File: src/rtl/gate_arb_pkg.sv
// Shared definitions for the gate arbiter: op codes, FSM state encoding, default width.
package gate_arb_pkg;

  localparam int DEFAULT_WIDTH = 8;

  localparam logic [2:0] OP_AND  = 3'd0;
  localparam logic [2:0] OP_OR   = 3'd1;
  localparam logic [2:0] OP_NOT  = 3'd2;
  localparam logic [2:0] OP_XOR  = 3'd3;
  localparam logic [2:0] OP_NAND = 3'd4;
  localparam logic [2:0] OP_NOR  = 3'd5;
  localparam logic [2:0] OP_XNOR = 3'd6;
  localparam logic [2:0] OP_RSVD = 3'd7;

  typedef enum logic [1:0] {
    ST_IDLE = 2'd0,
    ST_BUSY = 2'd1,
    ST_DONE = 2'd2
  } state_t;

endpackage

File: src/rtl/gate_arb_gates.sv
// 1-bit gates unit: every gate is evaluated and the op code muxes one onto y.
module gate_arb_gates
  import gate_arb_pkg::*;
(
  input  logic       a,
  input  logic       b,
  input  logic [2:0] op,
  output logic       y
);

  logic [7:0] gate_w;

  always_comb begin
    gate_w          = '0;
    gate_w[OP_AND]  = a & b;
    gate_w[OP_OR]   = a | b;
    gate_w[OP_NOT]  = ~a;
    gate_w[OP_XOR]  = a ^ b;
    gate_w[OP_NAND] = ~(a & b);
    gate_w[OP_NOR]  = ~(a | b);
    gate_w[OP_XNOR] = ~(a ^ b);
    gate_w[OP_RSVD] = 1'b0;
    y               = gate_w[op];
  end

endmodule

File: src/rtl/gate_arbiter.sv
// Two-requester bit-serial logic unit. Optional reserved-op flag port res_err
// is built when GATE_ARB_ERR_EN is defined.
// Handshakes: a transfer happens on a rising edge where valid and ready are both 1;
// a requester holds valid and payload until ready, the producer holds res_* until res_ready.
module gate_arbiter
  import gate_arb_pkg::*;
#(
  parameter int WIDTH = DEFAULT_WIDTH
) (
  input  logic             clk,
  input  logic             rst,
  input  logic             in0_valid,
  output logic             in0_ready,
  input  logic [WIDTH-1:0] in0_a,
  input  logic [WIDTH-1:0] in0_b,
  input  logic [2:0]       in0_op,
  input  logic             in1_valid,
  output logic             in1_ready,
  input  logic [WIDTH-1:0] in1_a,
  input  logic [WIDTH-1:0] in1_b,
  input  logic [2:0]       in1_op,
  output logic             res_valid,
  input  logic             res_ready,
  output logic [WIDTH-1:0] res_data,
  output logic             res_id,
`ifdef GATE_ARB_ERR_EN
  output logic             res_err,
`endif
  output state_t           dbg_state
);

  localparam int CNT_W = (WIDTH > 1) ? $clog2(WIDTH) : 1;

  state_t           state_q, state_d;
  logic [CNT_W-1:0] cnt_q, cnt_d;
  logic [WIDTH-1:0] a_q, a_d, b_q, b_d, acc_q, acc_d, res_data_q, res_data_d;
  logic [2:0]       op_q, op_d;
  logic             id_q, id_d, last_q, last_d;
  logic             res_valid_q, res_valid_d, res_id_q, res_id_d;
  logic             any_valid, grant_id, accept, gate_y;

  // Both valid -> the requester not granted last time wins.
  always_comb begin
    any_valid = in0_valid | in1_valid;
    grant_id  = (in0_valid && in1_valid) ? ~last_q : in1_valid;
    accept    = (state_q == ST_IDLE) && any_valid && !rst;
    in0_ready = accept && !grant_id;
    in1_ready = accept && grant_id;
  end

  gate_arb_gates u_gates (
    .a  (a_q[cnt_q]),
    .b  (b_q[cnt_q]),
    .op (op_q),
    .y  (gate_y)
  );

  always_comb begin
    state_d     = state_q;
    cnt_d       = cnt_q;
    a_d         = a_q;
    b_d         = b_q;
    op_d        = op_q;
    id_d        = id_q;
    last_d      = last_q;
    acc_d       = acc_q;
    res_valid_d = res_valid_q;
    res_data_d  = res_data_q;
    res_id_d    = res_id_q;
    case (state_q)
      ST_IDLE: begin
        if (accept) begin
          a_d     = grant_id ? in1_a  : in0_a;
          b_d     = grant_id ? in1_b  : in0_b;
          op_d    = grant_id ? in1_op : in0_op;
          id_d    = grant_id;
          last_d  = grant_id;
          cnt_d   = '0;
          acc_d   = '0;
          state_d = ST_BUSY;
        end
      end
      ST_BUSY: begin
        acc_d[cnt_q] = gate_y;
        if (cnt_q == CNT_W'(WIDTH - 1)) begin
          cnt_d   = '0;
          state_d = ST_DONE;
        end else begin
          cnt_d = cnt_q + CNT_W'(1);
        end
      end
      ST_DONE: begin
        // First DONE cycle publishes the result; outputs then hold until handoff.
        if (!res_valid_q) begin
          res_valid_d = 1'b1;
          res_data_d  = acc_q;
          res_id_d    = id_q;
        end else if (res_ready) begin
          res_valid_d = 1'b0;
          state_d     = ST_IDLE;
        end
      end
      default: state_d = ST_IDLE;
    endcase
  end

  always_ff @(posedge clk) begin
    if (rst) begin
      state_q     <= ST_IDLE;
      cnt_q       <= '0;
      a_q         <= '0;
      b_q         <= '0;
      op_q        <= '0;
      id_q        <= 1'b0;
      last_q      <= 1'b1;
      acc_q       <= '0;
      res_valid_q <= 1'b0;
      res_data_q  <= '0;
      res_id_q    <= 1'b0;
    end else begin
      state_q     <= state_d;
      cnt_q       <= cnt_d;
      a_q         <= a_d;
      b_q         <= b_d;
      op_q        <= op_d;
      id_q        <= id_d;
      last_q      <= last_d;
      acc_q       <= acc_d;
      res_valid_q <= res_valid_d;
      res_data_q  <= res_data_d;
      res_id_q    <= res_id_d;
    end
  end

`ifdef GATE_ARB_ERR_EN
  logic res_err_q, res_err_d;

  always_comb begin
    res_err_d = res_err_q;
    if (state_q == ST_DONE && !res_valid_q) res_err_d = (op_q == OP_RSVD);
  end

  always_ff @(posedge clk) begin
    if (rst) res_err_q <= 1'b0;
    else     res_err_q <= res_err_d;
  end

  assign res_err = res_err_q;
`endif

  assign res_valid = res_valid_q;
  assign res_data  = res_data_q;
  assign res_id    = res_id_q;
  assign dbg_state = state_q;

endmodule
File: config.mk
export PLATFORM = sky130hd
export DESIGN_NAME = gate_arbiter
export DESIGN_NICKNAME = d
export VERILOG_FILES = /design/src/rtl/gate_arb_pkg.sv /design/src/rtl/gate_arb_gates.sv /design/src/rtl/gate_arbiter.sv
export SDC_FILE = /design/constraint.sdc
export NUM_CORES = 1
export LEC_CHECK = 0
export BUFFER_PORTS_ARGS = -buffer_cell sky130_fd_sc_hd__clkbuf_2
export CAP_MARGIN = 20
export CORE_MARGIN = 10
export CORE_UTILIZATION = 42
export CTS_BUF_LIST = sky130_fd_sc_hd__clkbuf_16
export CTS_CLUSTER_DIAMETER = 100
export DETAILED_ROUTE_END_ITERATION = 8
export PLACE_DENSITY = 0.63
export SYNTH_ARGS = -nofsm -noshare
export SYNTH_HDL_FRONTEND = slang
export SYNTH_SLANG_ARGS = --single-unit
File: constraint.sdc
create_clock -name clk -period 7.7 [get_ports clk]
set_input_delay 1.54 -clock clk [delete_from_list [all_inputs] [get_ports clk]]
set_output_delay 1.54 -clock clk [all_outputs]
set_load 0.03 [all_outputs]
### Word level (Yosys, flattened, before mapping)

Cells that the tools add are included.

* input bits: 43
* memory bits (read-only): 0
* flip-flop bits (word level): 44
* output and inout bits: 14
* bits in latches: 0
* word-level logic and storage cells: 71
* memory bits (writable): 0
* memories kept: 0

* mux-type cells: 25
* $lt $le $gt $ge: 3
* divide/modulo/power cells: 0
* multiply operators: 0
* reduce and logical (&&, ||, !) cells: 14
* shift-type cells: 0
* bitwise operators: 10
* equal/unequal tests: 7
* $add $sub $neg: 1

Operators with widths (count)
* 8-bit 2-to-1 mux: 3
* 8-bit one-hot mux with 2 select lines: 1
* 1-bit binary-select mux with 3-bit select: 3
* 3-bit 2-to-1 mux: 3
* 8-bit bitwise mux: 1
* 3-bit by 4-bit < comparator with 1-bit output (second input constant): 2
* 2-bit 2-to-1 mux: 4
* 2-bit inequality test (second input constant): 4
* 1-bit 2-to-1 mux: 7
* 1-bit logical AND: 6
* 1-bit NOT: 6
* 2-bit one-hot mux with 3 select lines: 1
* 3-bit one-hot mux with 2 select lines: 1
* 2-bit AND reduction: 3
* 4-bit AND reduction: 1
* 3-bit by 1-bit adder with 3-bit output (second input constant): 1
* 1-bit demux with 3-bit select: 1
* 3-bit equality test (second input constant): 1
* 3-bit by 1-bit greater-or-equal comparator with 1-bit output (second input constant): 1
* 2-bit by 1-bit equality test with 1-bit output (second input constant): 1
* 2-bit equality test (second input constant): 1
* 1-bit logical NOT: 2
* 2-bit logical NOT: 1
* 1-bit bitwise OR: 2
* 3 further kinds: 3

### Depth between registers and ports, before layout

* depth in word-level cells: 8
* depth in mapped cells: 12
* depth with buffers taken out: 11

### By module

From an unflattened synthesis, not the netlist that was laid out.

* cells, all modules: 247
* area, all modules: 2461.1 µm²

Modules (own cells, without submodules)
* gate_arbiter: cells each 235, area an instance 2349.8 µm², seq. area each 880.8 µm², instances 1
* gate_arb_gates: cells each 12, area an instance 111.4 µm², seq. area each 0.0 µm², instances 1

### Worst setup path after synthesis

No wires, ideal clock.

* kind: input to output
* from: in in1_valid
* to: out in1_ready
* stages on the path: 3
* buffers on the path: 1
* required time: 6.160 ns
* arrival: 3.021 ns
* setup slack: 3.139 ns
* cell sequence: a21boi_1 clkbuf_1 nor3b_1

* cells in the longest elaborated chain, start to end: 4
* elaborated cells between the ends (all ways): 6
* those cells by class: 1 x mux; 1 x bitwise; 4 x reduce/logical

RTL lines
* from (decl): line gate_arbiter.sv:17 `input logic in1_valid,`
* 1-bit bitwise OR: line gate_arbiter.sv:44 `any_valid = in0_valid | in1_valid;`
* 1-bit logical AND (2 in series): line gate_arbiter.sv:46 `accept = (state_q == ST_IDLE) && any_valid && !rst;`
* 1-bit logical AND *: line gate_arbiter.sv:48 `in1_ready = accept && grant_id;`
* to (decl): line gate_arbiter.sv:18 `output logic in1_ready,`

Every way passes the cells marked *; elsewhere a longest branch is shown, timed or not.

### Worst setup path after layout

* from: in rst
* to: out in1_ready

* cells in the longest elaborated chain, start to end: 3

RTL lines
* from (decl): line gate_arbiter.sv:11 `input logic rst,`
* 1-bit logical NOT: line gate_arbiter.sv:46
* 1-bit logical AND: line gate_arbiter.sv:46
* 1-bit logical AND: line gate_arbiter.sv:48

No other way between the ends.

==> impl_results.md <==
* Lkg Pwr at 1.09 nW
* Grt total ovfl at 0
* CP Max Fanout at 41
* Root Driver: clkbuf_16
* Share of flip-flops with an asynchronous set or reset at 0
* Clock-pin slew on the worst setup and hold paths at 0.06 ns
* P_sw at 0.136 mW
* Gate power share at 0.164
* WL/cell at 12.9 µm
* Crit path capture type: primary output
* Max-Cap Viols at 0
* Slowest CP cell: clkbuf_2
* Final ANT Viol Nets at 0
* FP Rows at 25
* Largest net degree at the start of global routing at 42
* Fin area at between 2000 and 3000 µm²
* Simple-Gate Fraction of Synth Area at 0.150
* Yosys cell types at 35
* TNS Setup at 0 ns
* Gp weighted congestion at 0.674
* Worst Path Arrival at 2.58 ns
* Least-Margin Pin Slew at 0.940 ns
* # diodes at 0
* Seq/Total Area, Yosys at 0.411
* Yosys top cell by area: dfxtp_1
* DP Area at 2460 µm²
* Clk_skew at 0.00398 ns
* Final WL at roughly 4400 µm
* Power share of the sequential group at 0.474
* DRC violations left at 0
* DIE AREA at around 8400 µm²
* GRT Overall Usage at 0.108
* Core box area at between 4000 and 5000 µm²
* Syn. warnings at 0
* Buffers on Ports at 56
* Nets at about 330
* PwrDens at 206 nW/µm²
* Starting density of the core at 0.442
* Top delay family on crit path: buffers and inverters
* RSZ-0062 raised after global routing: no
* DR vias/cell at between 5 and 6
* Area growth syn-to-layout at 21.1%
* Tightest Hold Check Type: register to register
* Largest family of logic cells by synthesized area: compound AO/OA/AOI/OAI gates
* First-pass DRT Iterations at 4
* Syn Inst Count at 226
* Crit path largest cell delay at around 0.46 ns
* Post-synthesis mux area share at 0.178
* Mapped Avg Cell Area at 9.48 µm²
* Hold Fails Final Rpt at 0
* First-pass GRT wire length at 7720 µm
* Initial drt markers at 62
* Crit-path cells: clkbuf_2 > nor3b_1 > clkbuf_2
* CTS tree: done
* Ports at 57
* Top cell type's share of synthesized area at 0.411
* F_max at 0.243 GHz
* Dominant cells by area after synthesis: dfxtp_1 (41%), mux2i_1 (14%), nor2_1 (7.2%)
* CTS max path bufs at 2
* Peak supply drop at 0.0877 mV
* Cell mode on critical path: clkbuf_2
* XOR/XNOR share of the synthesized area at 0
* CTS Hold Buffers Added at 0
* Final Non-Filler Cells at 343
* Vias at 1722
* Dominant synthesized flop cell: dfxtp_1
* Die span in y at 91.4 µm
* H-Tree Depth at 2
* Crit path launch type: input port
* # clock sinks at 44
* Fillers at 460
* Final-report max-slew violation count at 0
* Pre-CTS setup slack at between 3 and 4 ns
* Setup CP Type: input port to primary output
* Number of flops mapped to enable cells by yosys at 0
* CTS resizes at 0
* Int Power at 0.399 mW
* Sw Share at 0.254
* Dpl cells at 336
* Mapped cell area at 2140 µm²
* Status: finished clean
* Initial antenna violation count at 0
* Final Worst Setup Slack at 3.58 ns
* Worst slew margin at 0.371
* Layout cell share with drive strength beyond 1 at 0.257
* Setup repair bufs after CTS at 0
* Final Cycle Share at 0.535
* #FFs+latches synth at 44
* Final setup viols at 0
* Synth Area in Compound Gates at 0.190
* Required time worst endpoint at 6.16 ns
* Clock power share at 0.362
* CP Buf/Inv Count at 2
* Adder-Cell Fraction of Synth Area at 0.0350
* TritonCTS Buffers at 5
* Vias in the first global route at 1747
* Die Wd at between 90 and 100 µm
* Syn nets at 275
* Clk Latency, worst-skew pair at about 0.28 ns
* Hpwl dp at 3290 µm
* Min cycle time layout at 4.12 ns
-- synth_stat cells, drive strengths merged (2+ instances only) --
master,number
inv,3
nor3,3
nor2,41
nand3,7
clkbuf,11
nand2b,4
mux2,4
a31oi,2
ha,6
dfxtp,44
nand2,9
mux2i,31
a211oi,19
a211o,2
nor3b,2
nor2b,3
and3,2
a32o,8
a2111oi,2
a21oi,8
buf,4
and2,2
-- cells by family (layout without fill, tap and decap cells) --
group                      after synthesis  in the layout
muxes                                   36             36
buffers and inverters                   18             68
DFF                                     44             44
AOI/OAI and AO/OA                       49             49
adders and majority gates                6              6
and+or+nand+nor                         73             73
-- through the flow --
step	util	total power [mW]	hold slack, ns
2_1_floorplan	-	0.322	0.436
3_3_place_gp	0.508	0.345	0.469
3_5_place_dp	0.508	0.347	0.476
4_1_cts	0.535	0.545	0.484
5_1_grt	0.535	0.568	0.501
6_report	0.535	0.535	0.484
-- power groups by stage --
stage | Clock (mW) | Sequential (mW) | Combinational, mW
5_1_grt | 0.213 | 0.256 | 0.0988
3_3_place_gp | 0 | 0.258 | 0.0870
4_1_cts | 0.202 | 0.253 | 0.0897
3_5_place_dp | 0 | 0.259 | 0.0887
2_1_floorplan | 0 | 0.254 | 0.0680
6_report | 0.194 | 0.253 | 0.0878
-- cell usage in the layout, fill, tap and decap left out, types with 5 or more instances in the layout --
cell type | netlist | layout
mux2i_1 | 31 | 31
clkbuf_2 | 0 | 56
nand2_1 | 9 | 9
a21oi_1 | 8 | 8
dfxtp_1 | 44 | 44
a211oi_1 | 19 | 19
clkbuf_16 | 0 | 5
a32o_1 | 8 | 8
nand3_1 | 7 | 7
nor2_1 | 41 | 41
ha_1 | 6 | 6
-- worst register-to-register path: stages, from the launching register on --
cell	delay, ns
dfxtp_1	0.82
mux2_2	0.42
a22oi_1	0.23
o31ai_1	0.12
a21oi_1	0.26
ha_1	0.30
mux2_1	0.29
mux4_2	0.51
a2111oi_4	0.48
a32o_1	0.18
-- layer usage --
| layer | global-route usage | wire [µm] | vias to the layer above |
|---|---|---|---|
| li1 | - | - | 931 |
| met1 | 0.135 | 2130 | 741 |
| met2 | 0.159 | 1970 | 43 |
| met3 | 0.0346 | 238 | 7 |
| met4 | 0.0601 | 82 | 0 |
| met5 | 0 | 0 | - |
-- flip-flops by register name, summed over array words and instances (netlist names), 2 cells and up --
signal and flops:
a_q 8, res_data 8, op_q 3, dbg_state 2
b_q 8, cnt_q 3, acc_q 8
-- path summary, 6_finish.rpt --
| path | startpoint | to | slack [ns] | depth (start not counted) |
|---|---|---|---|---|
| hold / removal | res_valid | res_valid | 0.48 | 2 |
| setup / recovery | rst | in1_ready | 3.58 | 3 |
| hold reg to reg | res_valid | res_valid | 0.48 | 2 |
| setup reg to reg | cnt_q[0] | acc_q[2] | 4.02 | 9 |
-- cell type report --
| type | instances | area, µm² | area share |
|---|---|---|---|
| Clock buffer | 5 | 125 | 0.0482 |
| Multi-Input combinational cell | 164 | 1190 | 0.459 |
| Inverter | 3 | 11.3 | 0.00434 |
| Tap cell | 67 | 83.8 | 0.0323 |
| Clock inverter | 2 | 8.76 | 0.00338 |
| Sequential cell | 44 | 881 | 0.339 |
| Timing Repair Buffer | 58 | 295 | 0.114 |
Power figures use the tool's default switching activity.
